$ cat config.mk
export PLATFORM = sky130hd
export DESIGN_NAME = led_seq_gen
export DESIGN_NICKNAME = d
export VERILOG_FILES = /design/src/rtl/led_seq_gen.sv
export SDC_FILE = /design/constraint.sdc
export NUM_CORES = 1
export LEC_CHECK = 0
export ABC_AREA = 1
export BUFFER_PORTS_ARGS = -buffer_cell sky130_fd_sc_hd__buf_2
export CAP_MARGIN = 40
export CORE_MARGIN = 4
export CORE_UTILIZATION = 45
export CTS_CLUSTER_DIAMETER = 150
export CTS_CLUSTER_SIZE = 25
export DETAILED_ROUTE_END_ITERATION = 10
export PLACE_DENSITY_LB_ADDON = 0.15
export SYNTH_ARGS = -nofsm -noshare
export SYNTH_HDL_FRONTEND = slang
export SYNTH_SLANG_ARGS = --single-unit
$ cat constraint.sdc
create_clock -name clk -period 2.4 [get_ports clk]
set_input_delay 0.12 -clock clk [delete_from_list [all_inputs] [get_ports clk]]
set_output_delay 0.12 -clock clk [all_outputs]
set_load 0.01 [all_outputs]
$ cat src/rtl/led_seq_gen.sv
// LED pattern sequencer: GRAY / ROTATE / BOUNCE / BAR patterns with a speed-selectable step prescaler.
// Optional macro LED_PWM_EN adds a 4-bit duty input that dims the LEDs with a free-running PWM.
module led_seq_gen #(
   parameter int NUM_LED     = 4,
   parameter int STEP_CYCLES = 50000000,
   parameter int CNT_W       = 31
) (
   input  logic               clk,
   input  logic               rst,
   input  logic               en,
   input  logic               dir,
   input  logic [1:0]         mode,
   input  logic [1:0]         speed,
`ifdef LED_PWM_EN
   input  logic [3:0]         duty,
`endif
   output logic [NUM_LED-1:0] led,
   output logic               step_pulse,
   output logic               wrap
);

   // NUM_LED bits covers the GRAY range and also 0..NUM_LED for BAR (NUM_LED >= 2).
   localparam int POS_W = NUM_LED;

   localparam logic [POS_W-1:0] POS_ZERO = '0;
   localparam logic [POS_W-1:0] POS_ONE  = POS_W'(1);
   localparam logic [POS_W-1:0] POS_MAX  = '1;
   localparam logic [POS_W-1:0] POS_LAST = POS_W'(NUM_LED - 1);
   localparam logic [POS_W-1:0] POS_BAR  = POS_W'(NUM_LED);

   typedef enum logic [1:0] {
      MODE_GRAY   = 2'd0,
      MODE_ROTATE = 2'd1,
      MODE_BOUNCE = 2'd2,
      MODE_BAR    = 2'd3
   } mode_t;

   logic [CNT_W-1:0]   cnt_reg,   cnt_next;
   logic [POS_W-1:0]   pos_reg,   pos_next;
   logic               up_reg,    up_next;
   mode_t              mode_reg,  mode_next;
   logic [NUM_LED-1:0] led_reg,   led_next;
   logic               step_reg,  step_next;
   logic               wrap_reg,  wrap_next;

   logic [POS_W-1:0]   pos_step;
   logic               up_step;
   logic               wrap_step;
   logic [CNT_W-1:0]   period_m1;
   logic [CNT_W-1:0]   period_m1_lut [4];

   // Terminal count per speed setting, computed at elaboration: max(1, STEP_CYCLES >> speed) - 1.
   for (genvar gi = 0; gi < 4; gi++) begin : g_period
      localparam int SHIFTED = STEP_CYCLES >> gi;
      localparam int PERIOD  = (SHIFTED < 1) ? 1 : SHIFTED;
      assign period_m1_lut[gi] = CNT_W'(PERIOD - 1);
   end

   assign period_m1 = period_m1_lut[speed];

   function automatic logic [NUM_LED-1:0] decode(input mode_t m, input logic [POS_W-1:0] p);
      logic [NUM_LED-1:0] v;
      v = '0;
      case (m)
         MODE_GRAY: v = ~(p ^ (p >> 1));
         MODE_ROTATE, MODE_BOUNCE: begin
            for (int i = 0; i < NUM_LED; i++) v[i] = (p == POS_W'(i));
         end
         default: begin
            for (int i = 0; i < NUM_LED; i++) v[i] = (p > POS_W'(i));
         end
      endcase
      return v;
   endfunction

   // Position the pattern would move to if a step fired this cycle.
   always_comb begin
      pos_step  = pos_reg;
      up_step   = up_reg;
      wrap_step = 1'b0;
      case (mode_reg)
         MODE_GRAY: begin
            if (dir) begin
               pos_step  = pos_reg + POS_ONE;
               wrap_step = (pos_reg == POS_MAX);
            end else begin
               pos_step  = pos_reg - POS_ONE;
               wrap_step = (pos_reg == POS_ZERO);
            end
         end
         MODE_ROTATE: begin
            if (dir) begin
               pos_step  = (pos_reg >= POS_LAST) ? POS_ZERO : pos_reg + POS_ONE;
               wrap_step = (pos_reg >= POS_LAST);
            end else begin
               pos_step  = (pos_reg == POS_ZERO) ? POS_LAST : pos_reg - POS_ONE;
               wrap_step = (pos_reg == POS_ZERO);
            end
         end
         MODE_BOUNCE: begin
            // The flag flips on arrival at an end, so the turn-around step needs no special case.
            if (up_reg) begin
               pos_step = pos_reg + POS_ONE;
               if (pos_step >= POS_LAST) up_step = 1'b0;
            end else begin
               pos_step = pos_reg - POS_ONE;
               if (pos_step == POS_ZERO) begin
                  up_step   = 1'b1;
                  wrap_step = 1'b1;
               end
            end
         end
         default: begin
            pos_step  = (pos_reg >= POS_BAR) ? POS_ZERO : pos_reg + POS_ONE;
            wrap_step = (pos_reg >= POS_BAR);
         end
      endcase
   end

   always_comb begin
      cnt_next  = cnt_reg;
      pos_next  = pos_reg;
      up_next   = up_reg;
      mode_next = mode_reg;
      led_next  = led_reg;
      step_next = 1'b0;
      wrap_next = 1'b0;
      if (mode_t'(mode) != mode_reg) begin
         mode_next = mode_t'(mode);
         cnt_next  = '0;
         pos_next  = POS_ZERO;
         up_next   = 1'b1;
         led_next  = decode(mode_t'(mode), POS_ZERO);
      end else if (en) begin
         // >= so that shrinking the period mid-step fires on the next cycle.
         if (cnt_reg >= period_m1) begin
            cnt_next  = '0;
            pos_next  = pos_step;
            up_next   = up_step;
            led_next  = decode(mode_reg, pos_step);
            step_next = 1'b1;
            wrap_next = wrap_step;
         end else begin
            cnt_next = cnt_reg + CNT_W'(1);
         end
      end
   end

   always_ff @(posedge clk) begin
      if (!rst) begin
         cnt_reg  <= '0;
         pos_reg  <= POS_ZERO;
         up_reg   <= 1'b1;
         mode_reg <= mode_t'(mode);
         led_reg  <= '1;
         step_reg <= 1'b0;
         wrap_reg <= 1'b0;
      end else begin
         cnt_reg  <= cnt_next;
         pos_reg  <= pos_next;
         up_reg   <= up_next;
         mode_reg <= mode_next;
         led_reg  <= led_next;
         step_reg <= step_next;
         wrap_reg <= wrap_next;
      end
   end

   assign step_pulse = step_reg;
   assign wrap       = wrap_reg;

`ifdef LED_PWM_EN
   logic [3:0] pwm_cnt_reg;

   always_ff @(posedge clk) begin
      if (!rst) pwm_cnt_reg <= 4'd0;
      else      pwm_cnt_reg <= pwm_cnt_reg + 4'd1;
   end

   assign led = led_reg & {NUM_LED{pwm_cnt_reg < duty}};
`else
   assign led = led_reg;
`endif

endmodule

== After elaboration in Yosys (flattened, before gate mapping) ==
Index checks and enable logic that the tools add are counted.

* Output and inout bits: 6
* Register bits: 44
* Logic and storage cells: 76

* $lt $le $gt $ge: 9
* Bitwise operators: 6
* Reductions and logical operators: 15
* Mux-type cells: 26
* Add/sub/neg operators: 3
* Equality and inequality tests: 10

{| class="wikitable"
|+ Operators with widths
! operator !! number
|-
| two-way mux 31 bit || 3
|-
| binary-select mux 31 bit (select 2 bit) || 1
|-
| two-way mux 4 bit || 9
|-
| adder 31 x 1 -> 31 bit (second input constant) || 1
|-
| >= comparator 31 bit || 1
|-
| one-hot mux 4 bit (2 select lines) || 2
|-
| logical NOT 4 bit || 3
|-
| one-hot mux 4 bit (3 select lines) || 1
|-
| == test 4 x 2 -> 1 bit (second input constant) || 2
|-
| >= comparator 4 x 2 -> 1 bit (second input constant) || 2
|-
| > comparator 4 x 1 -> 1 bit (second input constant) || 2
|-
| > comparator 4 x 2 -> 1 bit (second input constant) || 2
|-
| two-way mux 1 bit || 7
|-
| OR reduction 2 bit || 3
|-
| adder 4 x 1 -> 4 bit (second input constant) || 1
|-
| == test 2 x 1 -> 1 bit (second input constant) || 2
|-
| == test 2 bit (second input constant) || 2
|-
| == test 4 x 1 -> 1 bit (second input constant) || 1
|-
| == test 4 bit (second input constant) || 1
|-
| >= comparator 4 x 3 -> 1 bit (second input constant) || 1
|-
| logical NOT 2 bit || 2
|-
| two-way mux 2 bit || 2
|-
| NOT 4 bit || 1
|-
| AND reduction 2 bit || 2
|-
| other kinds (12) || 15
|}

== Longest topological paths before layout ==
Gate-level depths: netlist (run 1).

* Word-level depth: 10
* Gate-level depth with buffers: 23
* Depth with buffers taken out: 23

== Worst setup path after synthesis (run 1) ==
No wires, ideal clock.

* Path type: reg-to-reg
* From: register pos_reg[0]
* To: register led_reg[2] (netlist: led[2])
* Setup time: 0.112 ns
* Cell stages (with the launch flop): 20
* Buffers on the path: 0
* Path slack: 0.289 ns
* Clock period less this slack: 2.111 ns
* Arrival: 1.998 ns
* Path through: dfxtp_1 inv_1 ha_1 nand3_1 nand2_1 o21ai_0 o211ai_1 nand2_1 nand2_1 ha_1 inv_1 nor2_1 nand3_1 o21ai_0 nand2_1 nand2_1 nand2_1 nand2_1 nand2_1 nand2_1

* Word-level cells in the longest chain between the ends: 10
* Elaborated cells between the ends (all ways): 20
* Classes of those cells: 2 x add/sub; 3 x order compare; 1 x eq/ne; 11 x mux; 2 x bitwise; 1 x reduce/logical

{| class="wikitable"
|+ Ends and longest elaborated chain
! item !! RTL line !! source
|-
| from (decl) || 39 || <nowiki>logic [POS_W-1:0] pos_reg, pos_next;</nowiki>
|-
| from (signal assigned) || 160 || <nowiki>pos_reg <= pos_next;</nowiki>
|-
| subtractor 4 x 1 -> 4 bit (tied with other cells) || 87, 96, 106 ||
|-
| two-way mux 4 bit (on tied branches) || 96, 93 ||
|-
| two-way mux 4 bit || 92 || <nowiki>if (dir) begin</nowiki>
|-
| one-hot mux 4 bit (3 select lines) (*) || 81 || <nowiki>case (mode_reg)</nowiki>
|-
| branches (longest 2 deep; another with > comparator 4 x 2 -> 1 bit) || -- ||
|-
| one-hot mux 4 bit (2 select lines) (*) || 64 || <nowiki>case (m)</nowiki>
|-
| two-way mux 4 bit (*) || 136 || <nowiki>if (cnt_reg >= period_m1) begin</nowiki>
|-
| two-way mux 4 bit (*) || 134 || <nowiki>end else if (en) begin</nowiki>
|-
| two-way mux 4 bit (*) || 128 || <nowiki>if (mode_t'(mode) != mode_reg) begin</nowiki>
|-
| to (signal assigned) || 163 || <nowiki>led_reg <= led_next;</nowiki>
|-
| to (decl) || 42 || <nowiki>logic [NUM_LED-1:0] led_reg, led_next;</nowiki>
|}

Every way passes the cells marked *. The select of a mux whose other input is x is not followed.
A chain may end at the register's enable or synchronous reset.

== Final worst setup path (run 1) ==
* From: register mode_reg[0]
* To: register led_reg[1] (netlist: led[1])

* Word-level cells in the longest chain between the ends: 8
* Elaborated cells between the ends (all ways): 17
* Classes of those cells: 1 x order compare; 4 x eq/ne; 5 x mux; 2 x bitwise; 5 x reduce/logical

{| class="wikitable"
|+ Ends and longest elaborated chain
! item !! RTL line !! source
|-
| from (decl) || 41 || <nowiki>mode_t mode_reg, mode_next;</nowiki>
|-
| from (signal assigned) || 154 || <nowiki>mode_reg <= mode_t'(mode);</nowiki>
|-
| from (signal assigned) || 162 || <nowiki>mode_reg <= mode_next;</nowiki>
|-
| branches (longest 8 deep; another with > comparator 4 x 1 -> 1 bit) || -- ||
|}

Several ways; the timed one is not identified. The select of a mux whose other input is x is not followed.

==> flow_metrics.py, run 1 <==
metrics = {
    "route": {
        "wl_um": 7850,
        "antenna_left": 0,
        "drc_errors": 0,
        "first_pass_iters": 5,
        "drt_iter0_drc": 276,
        "vias": 3094,
        "via_per_inst": 5.21,
        "wl_per_cell_um": 13.2,
    },
    "clocking": {
        "clockBufferDepth": 2,
        "numClockSinks": 44,
        "ctsHtreeMaxLevel": 2,
        "cts_tree": "done",
        "root_buffer": "clkbuf_8",
        "numCtsBuffers": 5,
        "insertion_delay_ps": 310,
        "clkTransAtPathRegs_ps": 90,
    },
    "placed_design": {
        "dp_hpwl_um": 6100,
        "placed_cells": 582,
        "gp_congestion": 0.948,
        "io_buffer_count": 13,
    },
    "finish": {
        "fillCellCount": 708,
        "antenna_cells": 0,
        "largest_reg_flops": 31,
        "final_cells": 594,
        "area_growth_pct": 15.2,
        "drive_gt1_share_pct": 16.1,
        "seqCellArea_um2": 906,
        "final_common_cell": "nand2_1",
        "multiInputGateArea_um2": 2030,
        "nets": 532,
        "final_cell_mix": "nand2_1 (103), inv_1 (55), nor2_1 (50)",
    },
    "grt": {
        "grt_pass1_vias": 2842,
        "grt_first_pass_wirelength_um": 13200,
        "antenna_found_initial": 0,
        "grt_use_total_pct": 19.2,
        "grt_overflow": 0,
        "grt_max_degree": 19,
    },
    "sta": {
        "worst_pin_slew_ps": 429,
        "fmax_ghz": 0.461,
        "whs_ps": 37.3,
        "layout_min_cycle_time_ps": 2170,
        "slew_violations": 0,
        "setup-violations-final": 0,
        "relSlewSlack_pct": 70.6,
        "final_hold_viol_count": 0,
        "period_share_pct": 90.4,
        "fin_setup_tns_ps": 0,
        "fin_skew_ps": 12.3,
    },
    "setup_path": {
        "critical_path.max_fanout": 8,
        "cp.required_ps": 2660,
        "cp_slowest_stage_delay_ps": 460,
        "startpoint_type": "register",
        "end_kind": "register",
        "crit_chain": "buf_4 -> ha_1 -> inv_2 -> buf_4 -> nand3_1 -> o21bai_2 -> nand2_1 -> inv_1 -> nand2_1 -> nand2_1 -> nand2_1 -> nand2_1 -> nand2_1 -> nand2_1 -> nand2_1 -> nand2_1",
        "r2r_setup_slack_ps": 230,
        "slowest_stage": "edfxtp_1",
        "path_buf_inv": 4,
        "critPathKind": "reg -> reg",
        "crit_path_frequent_cell": "nand2_1",
        "critical_path_arrival_ps": 2430,
        "critPathTopFamily": "simple AND/OR/NAND/NOR gates",
    },
    "synth": {
        "ys.flop_type": "dfxtp_1",
        "ys_seq_area_share_pct": 28.7,
        "synth_seq_cells": 44,
        "async_flop_share_pct": 0,
        "ys_types": 39,
        "yosysWarnings": 0,
        "avgSynthCellArea_um2": 6.78,
        "syn_inst": 462,
        "synth.cell_area_um2": 3130,
        "synth_nets": 497,
        "synth_edf_count": 2,
    },
    "power_and_ir_drop": {
        "worst_ir_drop_vdd_mv": 0.259,
        "pwr-share-clk_pct": 32.8,
        "powerDensity_nw_per_um2": 427,
        "switchingPower_mw": 0.450,
        "power.total_mw": 1.54,
        "intPower_mw": 1.09,
        "combPwrFrac_pct": 17.8,
        "seq_power_share_pct": 49.3,
        "p_leak_nw": 1.59,
        "switching_share_pct": 29.2,
    },
    "floorplan": {
        "start_util_pct": 46.1,
        "core_um2": 6790,
        "rows": 30,
        "ios": 14,
        "die_area_um2": 8360,
        "fp.dieW_um": 91.5,
        "dieHeight_um": 91.5,
    },
    "flow_run": {
        "cap_violations": 0,
    },
    "min_path": {
        "hold_class": "in -> reg",
    },
    "outcome": {
        "status": "completed",
    },
}
-- stage by stage --
step	instance area, um2	util (%)	setup WS, ps
final	3610	53.1	229
after global routing	3610	53.1	-12.8
after CTS	3520	51.8	9.29
after detailed placement	3430	50.5	22.6
after global placement	3430	50.5	41.3
after floorplan	3130	-	289
-- repair_timing --
item | CTS | global route
hold buffers | 0 | 0
endpoints found under the setup margin | 0 | 4
gates resized for setup | 0 | 24
setup buffers | 0 | 4
-- power by group through the flow --
stage	Sequential, mW	Combinational, mW	Clock (mW)
2_1_floorplan	0.783	0.165	0
3_3_place_gp	0.778	0.254	0
3_5_place_dp	0.779	0.256	0
4_1_cts	0.762	0.257	0.526
5_1_grt	0.764	0.311	0.551
6_report	0.761	0.275	0.507
-- kinds of logic (layout without fill, tap and decap cells) --
logic type                 Yosys count  in the layout  share of synthesized area (%)
AOI/OAI and AO/OA                   53             53                           9.46
xor gates and xnor gates            14             14                           3.91
and+or+nand+nor                    258            258                           38.9
DFF                                 44             44                           28.7
adders and majority gates           27             27                           10.8
buffers and inverters               66            102                           8.18
-- layer usage --
layer	wire length [um]	vias to the layer above	GRT usage (%)	part of all wire, %
li1	-	1607	-	-
met1	4050	1382	28.4	52
met2	3260	92	28.5	42
met3	392	13	2.49	5.0
met4	144	0	6.41	1.8
met5	0	-	0	0
-- cells in the mapped netlist, types with 6 or more instances --
cell / number / area, um2
nand2_1: 103 / 387
inv_1: 57 / 214
nor2_1: 53 / 199
dfxtp_1: 42 / 841
nand3_1: 36 / 180
ha_1: 27 / 338
a21oi_1: 23 / 115
nand4_1: 23 / 144
o21ai_0: 14 / 70.1
nor3_1: 13 / 65.1
xor2_1: 9 / 78.8
nor2_2: 6 / 37.5
-- worst reg2reg max path, cell delays in order, from the launching register on --
cell,delay [ps]
edfxtp_1,460
buf_4,170
ha_1,210
inv_2,90
buf_4,160
nand3_1,120
o21bai_2,290
nand2_1,120
inv_1,100
nand2_1,60
nand2_1,60
nand2_1,40
nand2_1,50
nand2_1,40
nand2_1,50
nand2_1,40
nand2_1,50
-- layout make-up --
cell class              instances  area share, %
inverters                      60           6.24
flip-flops and latches         44           25.1
repair buffers                 34           6.51
multi-input cells             352           56.2
clock buffers                   7           2.39
clock inverters                 1          0.208
well taps                      96           3.33
-- final timing paths --
kind            endpoint         from  depth (start not counted)
min          mode_reg[0]      mode[0]                          1
min reg2reg       led[2]       led[2]                          2
max reg2reg       led[1]  mode_reg[0]                         16
max               led[1]  mode_reg[0]                         16
No activity file was read; power rests on OpenSTA's default activity.
==> run 2: changes to the inputs <==
CORE_UTILIZATION = 30   (was 45)
==> run 2 against run 1 <==
  * Sequential share of layout area decreased by 0.51 points
  * Clock skew decreased by 2.5 ps
  * Critical path depth increased by 4
  * Maximum frequency increased by 0.17%
  * Utilization decreased by 17 points
  * First-iteration DRC count decreased by 50%
  * Power decreased by 3.3%
  * Die area increased by 45%
  * Via count decreased by 1.2%
  * Worst hold slack improved by 20 ps
  * Non-clock buffer count increased by 7
  * Critical endpoint is now led[2]
==> flow_metrics.py, run 2 (synthesis gave the netlist of run 1 again) <==
metrics = {
    "grt": {
        "grt_overflow": 0,
        "grt_first_pass_wirelength_um": 14000,
        "grt_max_degree": 15,
        "met2_usage_pct": 21.8,
        "busiest_layer": "met1",
        "grt_pass1_vias": 2843,
        "antenna_found_initial": 0,
        "grt_use_total_pct": 14.6,
        "grt_util_met3_pct": 2.21,
        "met1_usage_pct": 22.2,
    },
    "floorplan": {
        "die_area_um2": 12100,
        "start_util_pct": 30.6,
        "dieHeight_um": 110,
        "rows": 37,
        "fp.dieW_um": 110,
        "core_um2": 10200,
        "ios": 14,
    },
    "setup_path": {
        "end_kind": "register",
        "crit_path_frequent_cell": "nand2_1",
        "path_buf_inv": 3,
        "critical_path_arrival_ps": 2410,
        "critPathTopFamily": "simple AND/OR/NAND/NOR gates",
        "r2r_setup_slack_ps": 230,
        "cp_slowest_stage_delay_ps": 410,
        "critPathKind": "reg -> reg",
        "slowest_stage": "edfxtp_1",
        "crit_chain": "buf_4 -> ha_2 -> nand2_1 -> nand2_1 -> nand2_1 -> nand2_1 -> nand2_2 -> nand2_1 -> inv_1 -> ha_2 -> inv_1 -> nor2_2 -> nand3_1 -> o21ai_0 -> nand2_1 -> nand2_1 -> nand2_1 -> nand2_1 -> nand2_1 -> nand2_1",
        "critical_path.max_fanout": 3,
        "startpoint_type": "register",
        "cp.required_ps": 2650,
    },
    "finish": {
        "postLayoutCoreUtil_pct": 36.0,
        "area_growth_pct": 17.6,
        "largest_reg_flops": 31,
        "drive_gt1_share_pct": 16.9,
        "antenna_cells": 0,
        "design_area_um2": 3690,
        "final_common_cell": "nand2_1",
        "nets": 539,
        "final_cell_mix": "nand2_1 (102), inv_1 (55), nor2_1 (51)",
    },
    "placed_design": {
        "post_dp_cell_area_um2": 3540,
        "dp_hpwl_um": 6860,
        "io_buffer_count": 13,
        "gp_congestion": 0.942,
    },
    "power_and_ir_drop": {
        "worst_ir_drop_vdd_mv": 0.212,
        "switching_share_pct": 29.2,
        "seq_power_share_pct": 50.9,
        "p_leak_nw": 1.61,
        "pwr-share-clk_pct": 30.3,
        "combPwrFrac_pct": 18.8,
        "intPower_mw": 1.06,
        "powerDensity_nw_per_um2": 405,
        "switchingPower_mw": 0.435,
    },
    "sta": {
        "relSlewSlack_pct": 75.1,
        "final_hold_viol_count": 0,
        "setup-violations-final": 0,
        "slew_violations": 0,
        "fin_skew_ps": 9.74,
        "layout_min_cycle_time_ps": 2170,
        "worst_pin_slew_ps": 364,
        "period_share_pct": 90.3,
        "fmax_ghz": 0.461,
    },
    "route": {
        "first_pass_iters": 5,
        "wl_um": 8460,
        "antenna_left": 0,
        "via_per_inst": 4.78,
        "drc_errors": 0,
        "drt_iter0_drc": 139,
        "wl_per_cell_um": 13.2,
        "vias": 3058,
    },
    "clocking": {
        "cts_tree": "done",
        "ctsHtreeMaxLevel": 2,
        "clkTransAtPathRegs_ps": 80,
        "root_buffer": "clkbuf_8",
        "clockBufferDepth": 2,
        "insertion_delay_ps": 300,
        "numCtsBuffers": 5,
        "numClockSinks": 44,
    },
    "flow_run": {
        "cap_violations": 0,
    },
    "min_path": {
        "hold_class": "in -> reg",
    },
    "outcome": {
        "status": "completed",
    },
}
==> run 2: cell count changes in the layout (fill, tap and decap cells not counted), sizes merged <==
cell      previous run  this run
inv                 59        58
buf                 34        41
clkinv               1         3
clkbuf               7         6
clkinvlp             1         0
==> run 2: repair_timing <==
| item | in CTS | in global routing |
|---|---|---|
| gates resized for setup | 0 | 23 |
| buffers inserted | 0 | 1 |
| setup endpoints to repair | 0 | 5 |
| hold buffers | 0 | 0 |
| endpoints found under the hold margin | 0 | 0 |
==> run 2: path summary, 6_finish.rpt <==
check	startpoint	to	cells past startpoint
min reg2reg	led[2]	led[2]	2
min	mode[0]	mode_reg[0]	1
max	mode_reg[0]	led[2]	20
max reg2reg	mode_reg[0]	led[2]	20
==> run 2: routing by layer <==
metal  vias up  wire, um
met4         0        65
met5         -         0
met1      1369      4570
met2        52      3540
li1       1631         -
met3         6       279
==> run 2: per-stage QoR <==
step | setup WS [ps] | setup TNS (ps) | std cells | hold slack (ps) | power (mW)
floorplan | 289 | 0 | 462 | 219 | 0.948
global placement | 36.2 | 0 | 632 | 364 | 1.04
detailed placement | 81.6 | 0 | 632 | 359 | 1.04
CTS | 74.5 | 0 | 639 | 41.5 | 1.51
global route | -9.51 | -10.2 | 640 | 43.6 | 1.58
finish | 233 | 0 | 640 | 57.3 | 1.49
==> run 2: worst register-to-register path, delay by kind of cell, from the launching register on <==
kind                     cells  cell delay [ps]
AO/OA/AOI/OAI                1               80
adder cells (fa/ha/maj)      2              390
buffers and inverters        3              310
flip-flops                   1              410
AND/OR/NAND/NOR             14              940
==> run 2: cell type report <==
cell class                      count  area (um2)
Sequential cell                    44         906
Tap cell                          136         170
Timing Repair Buffer               41         275
Clock buffer                        6        72.6
Clock inverter                      1        5.00
Fill cell                        1118        6550
Multi-Input combinational cell    352        2030
Inverter                           60         225
==> run 2: power by group through the flow <==
stage	combinational (mW)	sequential, mW	clock [mW]
6_report	0.281	0.758	0.452
5_1_grt	0.318	0.760	0.499
4_1_cts	0.268	0.758	0.483
3_5_place_dp	0.267	0.776	0
3_3_place_gp	0.268	0.776	0
2_1_floorplan	0.165	0.783	0
